[src/rtl/uart_frame_parser.sv]
// uart_frame_parser
// Framing stage behind the UART receiver. It hunts for a start-of-frame
// marker, then collects the length byte, the payload and the checksum.
// The payload is held in a local buffer and replayed on a valid/ready
// stream only after the checksum verifies, so a corrupt frame never
// reaches the consumer.
//
// state     | meaning
// ----------+------------------------------------------------------------
// S_HUNT    | idle, waiting for SOF; other bytes and rx errors ignored
// S_LEN     | SOF seen, next byte is payload length (1..MAX_LEN)
// S_PAYLOAD | storing payload bytes into the buffer, accumulating sum
// S_CSUM    | next byte is checksum; zero total releases the frame
// S_DRAIN   | replaying buffered payload; incoming bytes are dropped
module uart_frame_parser #(
  parameter logic [7:0] SOF     = 8'hA5,
  parameter int         MAX_LEN = 16
) (
  input  logic       clk,
  input  logic       rst_n,
  input  logic [7:0] in_data,
  input  logic       in_valid,
  input  logic       in_error,
  output logic [7:0] out_data,
  output logic       out_valid,
  input  logic       out_ready,
  output logic       out_last,
  output logic       frame_ok,
  output logic       frame_err,
  output logic       overrun,
  output logic       busy
);

  localparam int         AW        = (MAX_LEN > 1) ? $clog2(MAX_LEN) : 1;
  localparam logic [7:0] MAX_LEN_B = 8'(MAX_LEN);

  typedef enum logic [2:0] {
    S_HUNT,
    S_LEN,
    S_PAYLOAD,
    S_CSUM,
    S_DRAIN
  } state_t;

  state_t          state_q, state_d;
  logic [7:0]      len_q, len_d;
  logic [7:0]      sum_q, sum_d;
  logic [AW-1:0]   wr_ptr_q, wr_ptr_d;
  logic [AW-1:0]   rd_ptr_q, rd_ptr_d;
  logic            frame_ok_q, frame_ok_d;
  logic            frame_err_q, frame_err_d;
  logic            overrun_q, overrun_d;

  logic [7:0]      buf_q [MAX_LEN];
  logic            buf_we;

  logic [7:0]      len_last;
  logic [7:0]      csum_total;
  logic            byte_ok;
  logic            xfer;

  // A byte arriving together with an rx error is treated as corrupt.
  assign byte_ok    = in_valid & ~in_error;
  assign len_last   = len_q - 8'd1;
  assign csum_total = sum_q + in_data;

  // Stream outputs decode only from registered state and read pointer.
  assign out_valid = (state_q == S_DRAIN);
  assign out_last  = out_valid && (8'(rd_ptr_q) == len_last);
  assign out_data  = out_valid ? buf_q[rd_ptr_q] : 8'h00;
  assign xfer      = out_valid & out_ready;

  assign frame_ok  = frame_ok_q;
  assign frame_err = frame_err_q;
  assign overrun   = overrun_q;
  assign busy      = (state_q != S_HUNT);

  // Next-state, datapath updates and status pulse decode.
  always_comb begin
    state_d     = state_q;
    len_d       = len_q;
    sum_d       = sum_q;
    wr_ptr_d    = wr_ptr_q;
    rd_ptr_d    = rd_ptr_q;
    frame_ok_d  = 1'b0;
    frame_err_d = 1'b0;
    overrun_d   = 1'b0;
    buf_we      = 1'b0;

    case (state_q)
      S_HUNT: begin
        if (byte_ok && (in_data == SOF)) begin
          state_d  = S_LEN;
          sum_d    = 8'h00;
          wr_ptr_d = '0;
        end
      end

      S_LEN: begin
        if (in_error) begin
          frame_err_d = 1'b1;
          state_d     = S_HUNT;
        end else if (in_valid) begin
          if ((in_data == 8'h00) || (in_data > MAX_LEN_B)) begin
            frame_err_d = 1'b1;
            state_d     = S_HUNT;
          end else begin
            len_d   = in_data;
            sum_d   = in_data;
            state_d = S_PAYLOAD;
          end
        end
      end

      S_PAYLOAD: begin
        if (in_error) begin
          frame_err_d = 1'b1;
          state_d     = S_HUNT;
        end else if (in_valid) begin
          buf_we   = 1'b1;
          wr_ptr_d = wr_ptr_q + AW'(1);
          sum_d    = sum_q + in_data;
          if (8'(wr_ptr_q) == len_last) begin
            state_d = S_CSUM;
          end
        end
      end

      S_CSUM: begin
        if (in_error) begin
          frame_err_d = 1'b1;
          state_d     = S_HUNT;
        end else if (in_valid) begin
          if (csum_total == 8'h00) begin
            frame_ok_d = 1'b1;
            rd_ptr_d   = '0;
            state_d    = S_DRAIN;
          end else begin
            frame_err_d = 1'b1;
            state_d     = S_HUNT;
          end
        end
      end

      S_DRAIN: begin
        // SOF detection is suspended here; any byte is simply lost.
        if (byte_ok) begin
          overrun_d = 1'b1;
        end
        if (xfer) begin
          if (out_last) begin
            rd_ptr_d = '0;
            state_d  = S_HUNT;
          end else begin
            rd_ptr_d = rd_ptr_q + AW'(1);
          end
        end
      end

      default: begin
        state_d = S_HUNT;
      end
    endcase
  end

  // State, pointers, sum and status pulse registers.
  always_ff @(posedge clk or negedge rst_n) begin
    if (!rst_n) begin
      state_q     <= S_HUNT;
      len_q       <= 8'h00;
      sum_q       <= 8'h00;
      wr_ptr_q    <= '0;
      rd_ptr_q    <= '0;
      frame_ok_q  <= 1'b0;
      frame_err_q <= 1'b0;
      overrun_q   <= 1'b0;
    end else begin
      state_q     <= state_d;
      len_q       <= len_d;
      sum_q       <= sum_d;
      wr_ptr_q    <= wr_ptr_d;
      rd_ptr_q    <= rd_ptr_d;
      frame_ok_q  <= frame_ok_d;
      frame_err_q <= frame_err_d;
      overrun_q   <= overrun_d;
    end
  end

  // Payload storage; contents are only meaningful once a frame verifies.
  always_ff @(posedge clk) begin
    if (buf_we) begin
      buf_q[wr_ptr_q] <= in_data;
    end
  end

endmodule

[config.mk]
export PLATFORM = sky130hd
export DESIGN_NAME = uart_frame_parser
export DESIGN_NICKNAME = d
export VERILOG_FILES = /design/src/rtl/uart_frame_parser.sv
export SDC_FILE = /design/constraint.sdc
export NUM_CORES = 1
export LEC_CHECK = 0
export ABC_AREA = 1
export CAP_MARGIN = 40
export CORE_ASPECT_RATIO = 2
export CORE_MARGIN = 2
export CORE_UTILIZATION = 35
export CTS_BUF_LIST = sky130_fd_sc_hd__clkbuf_8
export DETAILED_ROUTE_END_ITERATION = 16
export GPL_TIMING_DRIVEN = 0
export PLACE_DENSITY = 0.63
export SYNTH_ARGS = -nofsm -noshare
export SYNTH_HDL_FRONTEND = slang
export SYNTH_SLANG_ARGS = --single-unit
export TNS_END_PERCENT = 30
[constraint.sdc]
create_clock -name clk -period 1.9 [get_ports clk]
set_clock_uncertainty 0.15 [all_clocks]
set_input_delay 0.19 -clock clk [delete_from_list [all_inputs] [get_ports clk]]
set_output_delay 0.19 -clock clk [all_outputs]
set_load 0.005 [all_outputs]
# Word level (Yosys, flattened, before mapping)
# Memories as Yosys holds them, arrays and structs flattened.
# Cells that the tools add are included.
[word_totals] n_memories=1 wordCells=105 ram_bits=128 regBits=30 input_bits=13
[memory_table] name="buf_q" depth=16 width=8 read_ports=1 rd_ports_with_merged_regs=0 write_ports=1 line="54" rtl="logic [7:0] buf_q [MAX_LEN];"
[classes] mux=50 bitwise=4 reduce_logical=15 n_lt_le_gt_ge=1 eq_ne=22 n_addsub=4
[op_table] cell="8-bit 2-to-1 mux" n=7
[op_table] cell="3-bit 2-to-1 mux" n=11
[op_table] cell="4-bit 2-to-1 mux" n=8
[op_table] cell="8-bit case mux with 3 select lines" n=1
[op_table] cell="1-bit 2-to-1 mux" n=18
[op_table] cell="2-bit != test (second input constant)" n=9
[op_table] cell="4-bit by 8-bit == test with 1-bit output" n=2
[op_table] cell="8-bit logical NOT" n=2
[op_table] cell="4-bit case mux with 2 select lines" n=2
[op_table] cell="3-bit case mux with 5 select lines" n=1
[op_table] cell="7-bit AND reduction" n=2
[op_table] cell="3-bit != test (second input constant)" n=4
[op_table] cell="4-bit by 1-bit adder with 4-bit output (second input constant)" n=2
[op_table] cell="8-bit adder" n=1
[op_table] cell="8-bit == test (second input constant)" n=1
[op_table] cell="8-bit by 5-bit greater-than comparator with 1-bit output (second input constant)" n=1
[op_table] cell="4-bit AND reduction" n=2
[op_table] cell="8-bit by 1-bit subtractor with 8-bit output (second input constant)" n=1
[op_table] cell="3-bit by 2-bit == test with 1-bit output (second input constant)" n=2
[op_table] cell="3-bit nonzero test" n=2
[op_table] cell="5-bit AND reduction" n=1
[op_table] cell="2-bit by 1-bit != test with 1-bit output (second input constant)" n=2
[op_table] cell="2-bit nonzero test" n=2
[op_table] cell="3-bit by 1-bit == test with 1-bit output (second input constant)" n=1
[op_table] cell="other kinds (8)" n=11

# Longest topological paths before layout
[logic_depth] ltp_word=6 ltp_mapped=16 ltp_nobuf=16

# Least setup slack after synthesis
# No wires, ideal clock.
[synth_timing] kind="register to register" startpoint="register sum_q[0]" endpoint="register rd_ptr_q[3]" path_slack_ps=-94 t_arrival_ps=1727 n_path_buf=0 t_required_ps=1633 synth_period_minus_slack_ps=1994 stages_incl_launch_ff=16 cell_sequence="dfrtp_1 ha_1 inv_1 fa_1 inv_1 nand2_1 nand2_1 nand3_1 nand2_1 nand3_1 nor2_1 nand2_1 nand2_2 nand2_2 nand2_1 nand2_1"
[synth_between] elab_chain_cells=4
[synth_rtl] element="start, declared" line="47" rtl="logic [7:0] sum_q, sum_d;"
[synth_rtl] element="start signal, assigned" line="180" rtl="sum_q <= sum_d;"
[synth_rtl] element="8-bit adder" line="65" rtl="assign csum_total = sum_q + in_data;"
[synth_rtl] element="8-bit logical NOT" line="134" rtl="if (csum_total == 8'h00) begin"
[synth_rtl] element="2-bit != test (no source line)"
[synth_rtl] element="5-bit AND reduction (no source line)"
[synth_rtl] element="end signal, assigned" line="182" rtl="rd_ptr_q <= rd_ptr_d;"
[synth_rtl] element="end, declared" line="49" rtl="logic [AW-1:0] rd_ptr_q, rd_ptr_d;"
# No other way between the ends.
# A chain may end at the register's enable or synchronous reset.

# Worst setup path after layout
[layout_timing] startpoint="register rd_ptr_q[0]" endpoint="output port out_data[5]"
[layout_between] elab_chain_cells=2
[layout_rtl] element="memory 16 x 8 bit"
[layout_rtl] element="8-bit 2-to-1 mux" line="70" rtl="assign out_data = out_valid ? buf_q[rd_ptr_q] : 8'h00;"
[layout_rtl] element="end, declared" line="24" rtl="output logic [7:0] out_data,"
# No other way between the ends.

==> results.cfg <==
[outcome]
status = finished with violations
violations = setup timing

[global_route]
antenna_found_initial = 0
grt_pass1_vias = 6173
overflow = 0
track_usage_pct = 21.3
grt_max_degree = 31
grt_first_pass_wirelength_mm = 34.6

[placement]
place_hpwl_mm = 15.5
io_buffer_count = 26
gp_congestion = 0.889
dp_slack_ps = -1540
placed_area_um2 = 8000

[die]
ioPinCount = 27
rows = 75
start_util_pct = 35.3
die_area_um2 = 22200
die_h_um = 209
die_w_um = 106
coreArea_um2 = 20800

[critical_path]
cp_common_cell = buf_8
max_stage_delay_ps = 580
cp.required_ps = 1560
critPathSlowestCell = o211ai_1
crit_chain = buf_6, buf_8, buf_8, nor2_2, o22ai_2, o211ai_1, a21oi_1, buf_2
setup.worst_path.start_class = register
cp.arrival_ps = 2460
crit_type = reg2out
crit_path_end_kind = primary output
worstPathMaxFanout = 5

[cells_and_area]
utilization_pct = 47.7
fin_area_um2 = 9940
drive_above_1_share_pct = 32.8
final_cell_mix = 128 x edfxtp_1, 98 x nand2_1, 77 x nor2_1, 57 x o21ai_0, 39 x inv_1
finalNetCount = 847
final_common_cell = edfxtp_1
area_growth_pct = 35.2
diodes = 0

[yosys]
synth-edff-count = 128
synthDistinctLibCells = 36
syn_nets = 739
ys_ff_latch = 158
synth_warnings = 0
syn-cell-area_um2 = 7350
ys_seq_area_share_pct = 62.5
ys.flop_type = edfxtp_1
synth.avg_cell_area_um2 = 10.3
synthCells = 712
synthArstFlopShare_pct = 19.0

[detailed_routing]
finalWirelength_mm = 23.8
drt-initial-drc-count = 409
num_vias = 5957
avgRoutedWirePerCell_um = 21.6
ant_nets = 0
drt_pre_antenna_iters = 5
via_per_inst = 5.41
drc = 0

[timing]
setup_viol = 19
setup_slack_ps = -902
rsz0062_at_grt = yes
worstMarginPinSlew_ps = 791
post-route-period-util_pct = 147
fmax_mhz = 357
hold_violations = 0
max_slew_margin_pct = 47.2
setup_tns_ps = -8620
drv_slew = 0
post-route-min-period_ps = 2800

[flow_run]
cap_viol_max_count = 0

[clock_network]
numCtsBuffers = 17
htreeDepth = 4
cts.sinks = 158
clock_path_buffers = 2
clockRootBuffer = clkbuf_8
cts_tree = built
path_clk_slew_ps = 90
clkLatencyLatePin_ps = 460

[power_and_ir_drop]
power_density_nw_per_um2 = 883
power.leakage_nw = 3.76
peakVddDrop_mv = 0.664
total_power_mw = 8.77

[min_path]
hold_path_class = in2reg
final cells by class:
| cell class | instances | area, um^2 |
|---|---|---|
| Multi-Input combinational cell | 469 | 3040 |
| Buffer | 27 | 418 |
| Tap cell | 269 | 337 |
| Clock buffer | 17 | 234 |
| Sequential cell | 158 | 4600 |
| Inverter | 59 | 231 |
| Clock inverter | 15 | 163 |
| Timing Repair Buffer | 88 | 920 |
| Fill cell | 1872 | 10900 |
synthesized netlist by cell type, types with 2 or more instances:
library cell | n | area, um^2
nand3_1 | 43 | 215
clkinv_1 | 2 | 7.51
nor3_1 | 3 | 15.0
nor2_2 | 5 | 31.3
or2_1 | 2 | 12.5
nand3_2 | 2 | 20.0
dfrtp_1 | 30 | 751
nand2_1 | 118 | 443
inv_2 | 12 | 45.0
edfxtp_1 | 128 | 3840
xnor2_1 | 3 | 26.3
clkbuf_1 | 18 | 67.6
ha_1 | 13 | 163
buf_2 | 7 | 35.0
o221ai_1 | 22 | 193
o211ai_1 | 10 | 75.1
inv_1 | 44 | 165
xor2_1 | 4 | 35.0
o22ai_1 | 14 | 87.6
o21ai_0 | 78 | 390
nor2_4 | 4 | 45.0
a21oi_1 | 13 | 65.1
nand4_1 | 5 | 31.3
nor2_1 | 115 | 432
nand2_2 | 6 | 37.5
sequential cells by signal, indices dropped and copies added, names as in the netlist:
register   cells
overrun        1
sum_q          8
buf_q        128
frame_err      1
len_q          8
frame_ok       1
rd_ptr_q       4
state_q        3
wr_ptr_q       4
per-stage QoR:
step | hold WS [ps] | cells
after floorplan | -256 | 712
after global placement | 317 | 1007
after detailed placement | 131 | 1011
after CTS | 156 | 1081
after global routing | -3.03 | 1102
final | 21.5 | 1102
where the power goes:
| group | internal, mW | total (mW) | switching (mW) |
|---|---|---|---|
| Sequential | 3.90 | 4.06 | 0.159 |
| Clock | 1.18 | 2.53 | 1.34 |
| Combinational | 0.857 | 2.19 | 1.33 |
critical path: cells and delay by family, from the launching register on:
family                 cells  cell delay [ps]
AO/OA/AOI/OAI              3              840
buffers and inverters      4              600
flip-flops                 1              460
AND/OR/NAND/NOR            1              100
metal layers:
metal,global-route usage (%),part of all wire [%],up-vias
met3,3.28,4.5,98
met1,19.2,31,2866
met2,41.1,56,279
met4,15.9,7.9,0
met5,0,0,-
li1,-,-,2714
cells by family after synthesis:
| logic type | share of synthesized area, % |
|---|---|
| compound gates | 11.8 |
| xor+xnor | 0.834 |
| fa+ha+maj | 2.49 |
| buf+inv | 4.60 |
| flops | 62.5 |
| simple gates | 17.8 |
worst paths after layout:
check	depth (start not counted)	to	slack, ps	from
setup reg to reg	12	rd_ptr_q[3]	-320	sum_q[0]
min in group asynchronous	2	len_q[4]	160	rst_n
hold reg to reg	2	len_q[6]	350	len_q[6]
max in group asynchronous	2	rd_ptr_q[0]	930	rst_n
setup / recovery	8	out_data[5]	-900	rd_ptr_q[0]
hold / removal	1	buf_q[14][6]	20	in_data[6]
repair_timing:
action	4_1_cts	5_1_grt
buffers inserted	34	20
endpoints found under the hold margin	30	12
setup endpoints to repair	168	164
resized for setup	232	100
cloned	5	1
hold buffers	1	3
pin swaps	49	48
No activity file was read; power rests on OpenSTA's default activity.
